**src/rtl/uart_pkg.sv**
```systemverilog
// Shared types and constants for the UART receive path.
// The receive FSM states and the frame-size limits live here.
package uart_pkg;

    typedef enum logic [1:0] {
        IDLE,
        START,
        DATA,
        STOP
    } rx_state_t;

    localparam int MIN_BIT_PERIOD = 10;
    localparam int MAX_DATA_SIZE  = 8;

    // Out-of-range frame sizes fall back to a full byte.
    function automatic logic [3:0] eff_data_size(input logic [3:0] size);
        if (size >= 4'd5 && size <= 4'(MAX_DATA_SIZE)) begin
            return size;
        end
        return 4'(MAX_DATA_SIZE);
    endfunction

endpackage

```
**src/rtl/uart_rx_timer.sv**
```systemverilog
// Per-bit timer for the UART receiver: counts 0..period-1 and flags the mid-bit
// sample point and the last cycle of the bit.
module uart_rx_timer
    import uart_pkg::*;
(
    input  logic        clk,
    input  logic        n_rst,
    input  logic        clear_i,
    input  logic [13:0] period_i,
    output logic        mid_o,
    output logic        end_o
);

    logic [13:0] count_q;
    logic [13:0] count_d;

    assign mid_o = (count_q == (period_i >> 1));
    assign end_o = (count_q == (period_i - 14'd1));

    always_comb begin
        count_d = count_q + 14'd1;
        if (clear_i || end_o) begin
            count_d = '0;
        end
    end

    always_ff @(posedge clk or negedge n_rst) begin
        if (!n_rst) begin
            count_q <= '0;
        end else begin
            count_q <= count_d;
        end
    end

endmodule

```
**src/rtl/uart_rx_core.sv**
```systemverilog
// UART receive engine: synchronises the serial line, deframes start/data/stop bits
// and holds the last good byte together with ready, overrun and framing status.
module uart_rx_core
    import uart_pkg::*;
#(
    parameter int SYNC_STAGES    = 2,
    parameter int MIN_BIT_PERIOD = uart_pkg::MIN_BIT_PERIOD
) (
    input  logic        clk,
    input  logic        n_rst,
    input  logic        serial_in,
    input  logic [3:0]  data_size,
    input  logic [13:0] bit_period,
    input  logic        data_read,
    output logic [7:0]  rx_data,
    output logic        data_ready,
    output logic        overrun_error,
    output logic        framing_error
);

    logic [SYNC_STAGES-1:0] sync_q;
    logic                   s_prev_q;
    logic                   s;

    rx_state_t   state_q, state_d;
    logic [13:0] period_q, period_d;
    logic [3:0]  size_q, size_d;
    logic [3:0]  bitcnt_q, bitcnt_d;
    logic [7:0]  shift_q, shift_d;
    logic        stop_seen_q, stop_seen_d;
    logic        stop_bit_q, stop_bit_d;
    logic [7:0]  rx_data_q, rx_data_d;
    logic        ready_q, ready_d;
    logic        overrun_q, overrun_d;
    logic        framing_q, framing_d;

    logic        timer_clear;
    logic        tmr_mid;
    logic        tmr_end;

    assign s = sync_q[SYNC_STAGES-1];

    // The line idles high, so the synchroniser resets to ones to avoid a phantom start edge.
    always_ff @(posedge clk or negedge n_rst) begin
        if (!n_rst) begin
            sync_q   <= '1;
            s_prev_q <= 1'b1;
        end else begin
            sync_q   <= {sync_q[SYNC_STAGES-2:0], serial_in};
            s_prev_q <= s;
        end
    end

    uart_rx_timer u_timer (
        .clk      (clk),
        .n_rst    (n_rst),
        .clear_i  (timer_clear),
        .period_i (period_q),
        .mid_o    (tmr_mid),
        .end_o    (tmr_end)
    );

    always_comb begin
        state_d     = state_q;
        period_d    = period_q;
        size_d      = size_q;
        bitcnt_d    = bitcnt_q;
        shift_d     = shift_q;
        stop_seen_d = stop_seen_q;
        stop_bit_d  = stop_bit_q;
        rx_data_d   = rx_data_q;
        ready_d     = ready_q;
        overrun_d   = overrun_q;
        framing_d   = framing_q;
        timer_clear = 1'b0;

        if (data_read && ready_q) begin
            ready_d   = 1'b0;
            overrun_d = 1'b0;
        end

        case (state_q)
            IDLE: begin
                timer_clear = 1'b1;
                stop_seen_d = 1'b0;
                if (s_prev_q && !s) begin
                    period_d = (bit_period < 14'(MIN_BIT_PERIOD)) ? 14'(MIN_BIT_PERIOD) : bit_period;
                    size_d   = eff_data_size(data_size);
                    bitcnt_d = '0;
                    shift_d  = '0;
                    state_d  = START;
                end
            end
            START: begin
                if (tmr_mid && s) begin
                    state_d = IDLE;
                end else if (tmr_end) begin
                    state_d = DATA;
                end
            end
            DATA: begin
                if (tmr_mid) begin
                    shift_d[bitcnt_q[2:0]] = s;
                    bitcnt_d = bitcnt_q + 4'd1;
                end
                if (tmr_end && bitcnt_q == size_q) begin
                    state_d = STOP;
                end
            end
            STOP: begin
                // Commit one cycle after the stop sample and leave early so the next start edge resyncs.
                if (stop_seen_q) begin
                    state_d = IDLE;
                    if (stop_bit_q) begin
                        rx_data_d = shift_q;
                        ready_d   = 1'b1;
                        framing_d = 1'b0;
                        if (ready_q && !data_read) begin
                            overrun_d = 1'b1;
                        end
                    end else begin
                        framing_d = 1'b1;
                    end
                end else if (tmr_mid) begin
                    stop_seen_d = 1'b1;
                    stop_bit_d  = s;
                end
            end
            default: begin
                state_d = IDLE;
            end
        endcase
    end

    always_ff @(posedge clk or negedge n_rst) begin
        if (!n_rst) begin
            state_q     <= IDLE;
            period_q    <= 14'(MIN_BIT_PERIOD);
            size_q      <= 4'(MAX_DATA_SIZE);
            bitcnt_q    <= '0;
            shift_q     <= '0;
            stop_seen_q <= 1'b0;
            stop_bit_q  <= 1'b0;
            rx_data_q   <= '0;
            ready_q     <= 1'b0;
            overrun_q   <= 1'b0;
            framing_q   <= 1'b0;
        end else begin
            state_q     <= state_d;
            period_q    <= period_d;
            size_q      <= size_d;
            bitcnt_q    <= bitcnt_d;
            shift_q     <= shift_d;
            stop_seen_q <= stop_seen_d;
            stop_bit_q  <= stop_bit_d;
            rx_data_q   <= rx_data_d;
            ready_q     <= ready_d;
            overrun_q   <= overrun_d;
            framing_q   <= framing_d;
        end
    end

    assign rx_data       = rx_data_q;
    assign data_ready    = ready_q;
    assign overrun_error = overrun_q;
    assign framing_error = framing_q;

endmodule

```
**config.mk**
```make
export PLATFORM = sky130hd
export DESIGN_NAME = uart_rx_core
export DESIGN_NICKNAME = d
export VERILOG_FILES = /design/src/rtl/uart_pkg.sv /design/src/rtl/uart_rx_timer.sv /design/src/rtl/uart_rx_core.sv
export SDC_FILE = /design/constraint.sdc
export NUM_CORES = 1
export LEC_CHECK = 0
export ABC_AREA = 1
export CAP_MARGIN = 20
export CORE_UTILIZATION = 62
export DETAILED_ROUTE_END_ITERATION = 8
export PLACE_DENSITY = 0.9
export SLEW_MARGIN = 25
export SYNTH_ARGS = -nofsm -noshare
export SYNTH_HDL_FRONTEND = slang
export SYNTH_SLANG_ARGS = --single-unit
```
**constraint.sdc**
```tcl
create_clock -name clk -period 5.45 [get_ports clk]
set_input_delay 1.3625 -clock clk [delete_from_list [all_inputs] [get_ports clk]]
set_output_delay 1.3625 -clock clk [all_outputs]
set_load 0.01 [all_outputs]
```
======== Word-level counts from Yosys, hierarchy flattened ========
Cells that the tools add are included.
storage, ports and cells
  bits in registers ....................... 62
  latch bits .............................. 0
  memory bits (writable) .................. 0
  bits in read-only memories .............. 0
  memories kept ........................... 0
cells by class
  add/subtract/negate cells ............... 3
  multipliers ............................. 0
  div/mod/pow operators ................... 0
  magnitude comparators ................... 5
  equality and inequality tests ........... 11
  shift operators ......................... 0
  muxes and demuxes ....................... 36
  bitwise logic cells ..................... 1
  reductions and logical operators ........ 19
operators with widths
  cell                     number
  $mux W14                 2
  $mux W1                  17
  $mux W4                  4
  $mux W8                  2
  $pmux W8 S2              1
  $add A14 B1 Y14 const B  1
  $eq A14 B13 Y1           1
  $eq A14 B14 Y1           1
  $lt A14 B4 Y1 const B    1
  $sub A14 B1 Y14 const B  1
  $mux W2                  5
  $reduce_and A3 Y1        3
  $bwmux W8                1
  $ne A2 B2 Y1 const B     4
  $pmux W2 S4              1
  $pmux W4 S2              1
  $logic_and A1 B1 Y1      7
  $add A4 B1 Y4 const B    1
  $eq A2 B2 Y1 const B     2
  $eq A4 B4 Y1             1
  $ge A4 B3 Y1 const B     1
  $le A4 B4 Y1 const B     1
  $lt A3 B4 Y1 const B     1
  $reduce_and A2 Y1        2
  other kinds (11)         13

======== Logic depth before layout (Yosys ltp) ========
Gate-level depths: netlist of run 1.
  depth in word-level cells ............... 7
  gate-level depth with buffers ........... 15

======== Modules after synthesis ========
A second synthesis of run 1 with hierarchy kept.
second synthesis, totals
  cells, all modules ...................... 491
  area, all modules ....................... 3798.6 µm²
modules (own cells, without submodules)
  module         times used  cells an instance  area an instance (µm²)  sequential area each (µm²)
  uart_rx_core   1           252                2210.9                  1208.7
  uart_rx_timer  1           239                1587.8                  350.3

======== Least setup slack after synthesis of run 1 ========
OpenSTA, ideal clock, no wires.
  kind .................................... input to register
  from .................................... input bit_period[11]
  to ...................................... register period_q[0]
  setup time .............................. 0.132 ns
  arrival ................................. 1.938 ns
  required time ........................... 5.318 ns
  path slack .............................. 3.380 ns
  cell stages on the path ................. 4
  path buffers ............................ 0
  path through ............................ nor4_1 > nand4_1 > nand3_1 > o21ai_0
between the ends
  word-level cells in the longest chain between the ends .. 2
ends and longest elaborated chain
  element               line                 source
  start, declared       uart_rx_core.sv:13   input logic [13:0] bit_period,
  $lt A14 B4 Y1         uart_rx_core.sv:87   period_d = (bit_period < 14'(MIN_BIT_PERIOD)) ? 14'(MIN_BIT_PERIOD) : bit_period;
  $mux W14              uart_rx_core.sv:87
  end signal, assigned  uart_rx_core.sv:138  period_q <= 14'(MIN_BIT_PERIOD);
  end signal, assigned  uart_rx_core.sv:150  period_q <= period_d;
  end, declared         uart_rx_core.sv:26   logic [13:0] period_q, period_d;
No other way between the ends.
A chain may end at the register's enable or synchronous reset.

======== Worst setup path after layout of run 1 ========
  from .................................... register ready_q, in the netlist data_ready
  to ...................................... output data_ready
RTL lines
  element                 line                 source
  start, declared         uart_rx_core.sv:33   logic ready_q, ready_d;
  start signal, assigned  uart_rx_core.sv:157  ready_q <= ready_d;
  end, declared           uart_rx_core.sv:16   output logic data_ready,
No word-level cell between the ends.

==> results of run 1 <==
[where the power goes]
group / switching (mW) / internal, mW
Combinational: 0.475 / 0.275
Clock: 0.190 / 0.210
Sequential: 0.145 / 0.579
Total: 0.811 / 1.06
[layer usage]
metal | wire length, µm | track usage, % | vias up
met2 | 3680 | 43.6 | 113
met1 | 3600 | 38.3 | 1435
met3 | 456 | 5.06 | 17
met5 | 0 | 0 | -
li1 | - | - | 1530
met4 | 224 | 16.7 | 0
[registers in the layout, indices dropped and copies added (netlist names), named ones only]
signal	cells
period_q	14
u_timer.count_q	14
rx_data	8
shift_q	8
bitcnt_q	4
size_q	4
sync_q	2
data_ready	1
framing_error	1
s_prev_q	1
state_q	1
stop_bit_q	1
stop_seen_q	1
[synth_stat cells, drive strengths merged]
master and number:
nand2 124, nor2 57, dfrtp 56, inv 56, o21ai 37, nand3 28, xor2 15, nor3 12
a21oi 11, xnor2 10, buf 8, ha 7, dfstp 6, clkbuf 5, nor3b 5, nand3b 3
nand4 3, nor4 3, o31ai 3, a22oi 2, o21a 2, o22ai 2, a31oi 1, and2 1
and3 1, mux2i 1, o2111ai 1
[stage by stage]
| stage | hold slack [ps] | setup slack (ps) | utilization [%] |
|---|---|---|---|
| 2_1_floorplan | 345 | 3380 | - |
| 3_3_place_gp | 350 | 2550 | 71.3 |
| 3_5_place_dp | 352 | 2540 | 71.3 |
| 4_1_cts | 365 | 2790 | 74.7 |
| 5_1_grt | 364 | 2740 | 74.7 |
| 6_report | 363 | 2810 | 74.7 |
[how the worst min path moves through the flow]
stage	from	slack [ps]	endpoint	cells after the start
after global routing	sync_q[0]	360	sync_q[1]	0
after detailed placement	sync_q[0]	350	sync_q[1]	0
after floorplan	sync_q[0]	350	sync_q[1]	0
after CTS	sync_q[0]	360	sync_q[1]	0
final	sync_q[0]	360	sync_q[1]	0
after global placement	sync_q[0]	350	sync_q[1]	0
[layout by cell type (no fill, tap or decap), drive strengths merged]
master / n
xnor2: 10
a31oi: 1
and2: 1
clkinvlp: 1
nand2: 124
and3: 1
a22oi: 2
nand4: 3
mux2i: 1
nor3: 12
buf: 3
o22ai: 2
nor4: 3
clkinv: 3
o21ai: 37
xor2: 15
dfrtp: 56
nor3b: 5
o21a: 2
bufinv: 1
o2111ai: 1
inv: 57
clkdlybuf4s50: 31
o31ai: 3
nand3: 28
nand3b: 3
a21oi: 11
clkbuf: 10
nor2: 57
ha: 7
dfstp: 6
[logic make-up (layout without fill, tap and decap cells)]
kind of cell	count (synthesis)	count (layout)
muxes	1	1
buffers and inverters	69	106
adders and majority gates	7	7
AOI/OAI and AO/OA	59	59
and+or+nand+nor	237	237
xor gates and xnor gates	25	25
DFF	62	62
[area by class of cell]
| cell class | count | area, µm² | area share [%] |
|---|---|---|---|
| Clock buffer | 10 | 128 | 3.05 |
| Clock inverter | 6 | 61.3 | 1.46 |
| Inverter | 56 | 210 | 5.02 |
| Multi-Input combinational cell | 329 | 1810 | 43.2 |
| Sequential cell | 62 | 1560 | 37.2 |
| Tap cell | 72 | 90.1 | 2.15 |
| Timing Repair Buffer | 34 | 330 | 7.89 |
==> flow_summary.yaml, run 1 <==
status:
  outcome: "complete, no violations"
clock_network:
  cts_hold_buffers: 0
  cts_setup_buffers: 0
  numCtsBuffers: 9
  clockBufferDepth: 2
  root_buffer: "clkbuf_8"
  clk_pin_slew_ps: 70
  clock-sinks: 62
  cts_resized: 0
  tritoncts: "built"
  clock_latency_ps: 350
  htreeDepth: 3
run:
  max_cap_viol_count: 0
logic_synthesis:
  synth-compound-area-share_pct: 9.58
  synthCells: 460
  yosysUniqueCellTypes: 42
  synth_mux_area_share_pct: 0.274
  synth_seq_area_share_pct: 42.6
  avgSynthCellArea_um2: 7.95
  yosysTopAreaCell: "dfrtp_1"
  synth_simple_gate_area_share_pct: 31.2
  synth-xor-area-share_pct: 5.99
  synth.cell_area_mm2: 0.00366
  ys_ff_latch: 62
  syn_nets: 489
  yosys_warnings: 0
  synth_top_family_by_area: "simple AND/OR/NAND/NOR gates"
  ys_top_cells_by_area: "dfrtp_1, nand2_1, inv_1, dfstp_2, nor2_1"
  synth_fa_ha_area_share_pct: 2.40
  synth_top_area_share_pct: 38.3
setup_path:
  critical_path.max_fanout: 4
  r2r_setup_slack_ps: 3050
  crit_start: "data_ready"
  start_kind: "flop"
  reg2reg_depth: 10
  r2r_end: "shift_q[7]"
  worstPathArrival_ps: 1280
  setup.worst_path.end: "data_ready"
  r2r-start: "state_q[0]"
  path_class: "flop to primary output"
  crit_family: "buffers and inverters"
  worst_setup_path_end_kind: "primary output"
  critPathMaxStageDelay_ps: 550
  crit_chain: "clkdlybuf4s50_1"
  critPathSlowestCell: "clkdlybuf4s50_1"
  cp.depth: 1
  cp.required_ps: 4090
  crit_buf_inv: 1
sta:
  finClkSkew_ps: 10.8
  min_period_over_period_pct: 48.5
  period_minus_slack_ps: 2640
  max_freq_mhz: 378
  setup_tns_ps: 0
  relSlewSlack_pct: 48.2
  hold_viol: 0
  finalSetupViolCount: 0
  slew_violations: 0
  grt_setup_unrepaired: "false"
  tightest_slew_ps: 777
hold_path:
  min_path_type: "flop to flop"
place:
  place_inst: 553
  dpl.hpwl_mm: 5.77
  portBuffers: 32
  finalWeightedCongestion: 0.885
  place_area_mm2: 0.00400
floorplanning:
  die_width_um: 78.8
  die_y_um: 78.8
  start_util_pct: 65.2
  die_area_mm2: 0.00621
  rows: 27
  top_level_ports: 33
  core_area_mm2: 0.00561
cells_and_area:
  layout.cells.non_filler: 569
  final_area_mm2: 0.00419
  layout.nets: 521
  final_layout_size_suffix_gt1_share_pct: 14.3
  fillers: 423
  antenna_cells: 0
  syn2layout_area_growth_pct: 14.5
grt:
  grt_util_all_layers_pct: 28.6
  grt_pass1_vias: 2971
  grt_max_degree: 63
  antenna_found_initial: 0
  grt_overflow: 0
  grt_pass1_wl_mm: 13.5
power_and_ir_drop:
  leakage_nw: 1.90
  power_mw: 1.88
  p_per_area_mw_per_mm2: 448
  vdd.ir_drop.worst_mv: 0.245
detailed_routing:
  detail_route.wl_per_cell_um: 14.0
  drtIter0Drc: 215
  via_count: 3095
  drt-vias-per-instance: 5.44
  dr.pass1.iters: 7
  drt-total-wl_mm: 7.95
  drtAntennaViolNets: 0
  drc: 0
No activity file was read; power rests on OpenSTA's default activity.
==> run 2: changes to the inputs <==
- CORE_UTILIZATION: 62 -> 58
- PLACE_DENSITY: 0.9 -> 0.85
- clock period: 5.45 -> 2.8 ns (I/O delays scaled with it)
==> run 2 against run 1 <==
Clock skew shrank 1.9 ps. Global-route usage shrank 0.98 points. Critical path type is now flop to flop. Die area grew 6.7%. Sequential power grew 94%. Via count shrank 0.19%. Final area grew 1.5%. Total power grew 100%. Register-to-register slack lost 2400 ps. Clock power grew 130%. Largest power group unchanged.
==> flow_summary.yaml, run 2 (synthesis results as in run 1) <==
cells_and_area:
  syn2layout_area_growth_pct: 16.2
  fillers: 453
  layout.nets: 522
  final_util_pct: 70.9
  final_cell_mix: "nand2_1, dfrtp_1, inv_1, nor2_1, clkdlybuf4s50_1"
  antenna_cells: 0
  final_layout_size_suffix_gt1_share_pct: 14.7
  reg.largest.list: "period_q x14, u_timer.count_q x14"
  mostFrequentLayoutCell: "nand2_1"
detailed_routing:
  detail_route.wl_per_cell_um: 14.2
  drt-vias-per-instance: 5.39
  dr.pass1.iters: 5
  drc: 0
  drtAntennaViolNets: 0
  drtIter0Drc: 271
  drt-total-wl_mm: 8.14
  via_count: 3089
sta:
  tightest_slew_ps: 532
  grt_setup_unrepaired: "false"
  finalSetupViolCount: 0
  fin_ws_ps: 613
  max_freq_mhz: 457
  setup_tns_ps: 0
  relSlewSlack_pct: 64.2
  min_period_over_period_pct: 78.1
  slew_violations: 0
  period_minus_slack_ps: 2190
  holdWs_ps: 349
  finClkSkew_ps: 8.92
  hold_viol: 0
clock_network:
  root_buffer: "clkbuf_8"
  cts_setup_buffers: 0
  cts_resized: 0
  tritoncts: "built"
  htreeDepth: 3
  cts_hold_buffers: 0
  clockBufferDepth: 2
  clock-sinks: 62
  clk_pin_slew_ps: 80
  clock_latency_ps: 360
  numCtsBuffers: 9
grt:
  grt_max_degree: 63
  grt_util_all_layers_pct: 27.6
  antenna_found_initial: 0
  grt_pass1_wl_mm: 13.3
  grt_overflow: 0
  grt_pass1_vias: 2902
setup_path:
  critical_path.max_fanout: 14
  reg2reg_depth: 11
  r2r-start: "period_q[1]"
  crit_start: "period_q[1]"
  worst_setup_path_end_kind: "flop"
  path_class: "flop to flop"
  cp.required_ps: 3020
  worstPathArrival_ps: 2410
  start_kind: "flop"
place:
  place_ws_ps: 559
  dpl.hpwl_mm: 5.94
  portBuffers: 32
  finalWeightedCongestion: 0.929
power_and_ir_drop:
  leakage_nw: 1.93
  p_int_mw: 2.18
  switchingPower_mw: 1.61
  clockPowerShare_pct: 24.1
  comb_power_share_pct: 38.9
  vdd.ir_drop.worst_mv: 0.538
  switching_share_pct: 42.5
  p_seq_share_pct: 37.1
  p_per_area_mw_per_mm2: 894
run:
  max_cap_viol_count: 0
floorplanning:
  rows: 28
  top_level_ports: 33
  die_width_um: 81.4
  start_util_pct: 61.0
  core_area_mm2: 0.00599
  die_y_um: 81.4
  die_area_mm2: 0.00663
status:
  outcome: "complete, no violations"
hold_path:
  min_path_type: "input pin to async pin"
==> run 2: metal layers <==
layer	global-route usage, %	vias up	part of all wire (%)
li1	-	1530	-
met1	35.8	1439	45
met2	44.3	108	47
met3	7.87	12	6.5
met4	8.57	0	1.4
met5	0	-	0
==> run 2: worst paths after layout <==
kind / to / slack, ps
setup / recovery: u_timer.count_q[4] / 610
hold / removal: size_q[2] / 350
setup reg to reg: u_timer.count_q[4] / 610
hold reg to reg: sync_q[1] / 360
max in group asynchronous: s_prev_q / 2140
min in group clk: sync_q[1] / 360
==> run 2: critical path, stage by stage, from the launching register on <==
cell	delay (ps)
dfstp_2	560
inv_2	60
ha_1	290
xnor2_1	130
nor2_1	80
nand2_1	60
nor2_1	100
nand3_1	90
nor2_2	160
nand3_2	120
nand2_2	280
nor3b_1	110
==> run 2: layout make-up <==
| type | instances | area (µm²) | area share, % |
|---|---|---|---|
| inverter | 56 | 210 | 4.95 |
| timing repair buffer | 35 | 350 | 8.25 |
| clock buffer | 9 | 124 | 2.92 |
| multi-input combinational | 329 | 1810 | 42.6 |
| clock inverter | 7 | 103 | 2.42 |
| tap | 75 | 93.8 | 2.21 |
| sequential | 62 | 1560 | 36.7 |
==> run 2: metrics by stage <==
stage / instance area, µm² / power, mW / cells
global placement: 4020 / 2.81 / 557
finish: 4250 / 3.80 / 573
global route: 4250 / 4.09 / 573
floorplan: 3660 / 2.55 / 460
CTS: 4250 / 3.80 / 573
detailed placement: 4020 / 2.87 / 557
==> run 2: power groups by stage <==
stage / Clock (mW) / Combinational, mW / Sequential (mW)
floorplan: 0 / 1.25 / 1.30
global placement: 0 / 1.40 / 1.41
detailed placement: 0 / 1.45 / 1.42
CTS: 0.925 / 1.47 / 1.40
global route: 0.960 / 1.69 / 1.44
finish: 0.914 / 1.48 / 1.41
==> run 3: changes to the inputs <==
- clock period: 2.8 -> 2.2 ns (I/O delays scaled with it)
==> run 3 against run 2 <==
Register-to-register slack worse by 530 ps. Cell count is 1.4% higher. Clock skew is 1.1 ps higher. Global-route usage is 0.31 points lower. Highest routed layer unchanged. Worst hold slack worse by 170 ps. First-iteration DRC count is 32% lower. Critical endpoint is now state_q[0]. Utilization is 0.86 points higher. Final area is 1.2% higher. Maximum frequency is 3.5% higher. Largest cell class unchanged.
==> flow_summary.yaml, run 3 (synthesis results as in run 1) <==
power_and_ir_drop:
  p_per_area_mw_per_mm2: 1080
  p_seq_share_pct: 38.7
  switching_share_pct: 44.3
  leakage_nw: 1.93
  clockPowerShare_pct: 18.8
  switchingPower_mw: 2.07
  power_mw: 4.66
  comb_power_share_pct: 42.5
  vdd.ir_drop.worst_mv: 0.740
  p_int_mw: 2.60
setup_path:
  r2r-start: "period_q[1]"
  worstPathArrival_ps: 2350
  setup.worst_path.end: "state_q[0]"
  r2r_end: "state_q[0]"
  worst_setup_path_end_kind: "flop"
  r2r_setup_slack_ps: 90
  crit_start: "period_q[1]"
  critical_path.max_fanout: 3
  path_class: "flop to flop"
  start_kind: "flop"
  cp.required_ps: 2430
  reg2reg_depth: 13
clock_network:
  clockBufferDepth: 2
  clock_latency_ps: 350
  clk_pin_slew_ps: 70
  cts_hold_buffers: 0
  root_buffer: "clkbuf_8"
  clock-sinks: 62
  numCtsBuffers: 9
  htreeDepth: 3
  tritoncts: "built"
grt:
  grt_util_all_layers_pct: 27.3
  grt_pass1_vias: 3031
  grt_pass1_wl_mm: 13.5
  grt_max_degree: 24
  grt_overflow: 0
  antenna_found_initial: 0
hold_path:
  min_path_type: "input pin to async pin"
detailed_routing:
  drt-total-wl_mm: 8.16
  drtAntennaViolNets: 0
  drtIter0Drc: 185
  dr.pass1.iters: 5
  via_count: 3139
  drt-vias-per-instance: 5.40
  detail_route.wl_per_cell_um: 14.0
  drc: 0
floorplanning:
  core_area_mm2: 0.00599
  start_util_pct: 61.0
  die_area_mm2: 0.00663
  die_width_um: 81.4
  top_level_ports: 33
  die_y_um: 81.4
  rows: 28
place:
  portBuffers: 32
  place_inst: 563
  dpl.hpwl_mm: 6.13
  finalWeightedCongestion: 0.932
sta:
  period_minus_slack_ps: 2110
  tightest_slew_ps: 539
  grt_setup_unrepaired: "true"
  slew_violations: 0
  finClkSkew_ps: 10.0
  relSlewSlack_pct: 64.1
  hold_viol: 0
  setup_tns_ps: 0
  holdWs_ps: 180
  min_period_over_period_pct: 96.1
  finalSetupViolCount: 0
  max_freq_mhz: 473
cells_and_area:
  fillers: 459
  mostFrequentLayoutCell: "nand2_1"
  layout.cells.non_filler: 581
  layout.nets: 530
  reg.largest.list: "period_q x14, u_timer.count_q x14"
  final_layout_size_suffix_gt1_share_pct: 17.4
  final_cell_mix: "nand2_1, dfrtp_1, inv_1, nor2_1, clkdlybuf4s50_1"
  antenna_cells: 0
  syn2layout_area_growth_pct: 17.6
status:
  outcome: "complete, no violations"
run:
  max_cap_viol_count: 0
run 3: timing repair:
action,in CTS,in global routing
endpoints found under the setup margin,0,17
gates resized for setup,0,8
setup buffers,0,2
endpoints found under the hold margin,0,0
run 3: metrics by stage:
step | worst slack [ps] | instance area [µm²] | utilization [%]
4_1_cts | 0.224 | 4250 | 71.0
3_5_place_dp | 13.8 | 4080 | 68.1
2_1_floorplan | 272 | 3660 | -
5_1_grt | -28.7 | 4300 | 71.8
6_report | 86.7 | 4300 | 71.8
3_3_place_gp | 61.6 | 4080 | 68.1
run 3: per-layer routing:
metal  vias to the layer above  GRT usage [%]  part of all wire, %
met5                         -              0                    0
met4                         0           9.29                  1.8
met3                        21           6.29                  5.7
met2                       113           44.6                   48
met1                      1461           35.4                   44
li1                       1544              -                    -
run 3: power groups by stage:
stage / Clock [mW] / Sequential, mW / Combinational, mW
after floorplan: 0 / 1.66 / 1.59
after global placement: 0 / 1.80 / 1.80
after detailed placement: 0 / 1.81 / 1.87
after CTS: 0.889 / 1.79 / 1.90
after global routing: 0.925 / 1.84 / 2.26
final: 0.879 / 1.80 / 1.98
run 3: area by class of cell:
| class | count | area [µm²] | share of cell area, % |
|---|---|---|---|
| multi-input combinational | 329 | 1840 | 42.8 |
| sequential | 62 | 1560 | 36.3 |
| timing repair buffer | 43 | 423 | 9.84 |
| inverter | 56 | 210 | 4.89 |
| clock buffer | 9 | 124 | 2.88 |
| tap | 75 | 93.8 | 2.18 |
| clock inverter | 7 | 51.3 | 1.19 |
run 3: worst max-delay path, cell delays in order (launching register included):
cell and delay, ps:
dfstp_2 540, inv_2 60, ha_4 210, xnor2_1 120
nor2_1 100, nand2_1 60, nor2_2 110, nand3_1 100
nor2_2 150, nand3_2 140, a21oi_4 200, nand2_2 90
nand2_2 70, o21ai_2 50
run 3: worst min path at each step:
stage / startpoint / end
2_1_floorplan: n_rst / async pin
5_1_grt: n_rst / period_q[2]
4_1_cts: n_rst / period_q[7]
3_3_place_gp: sync_q[0] / sync_q[1]
3_5_place_dp: sync_q[0] / sync_q[1]
6_report: n_rst / period_q[0]
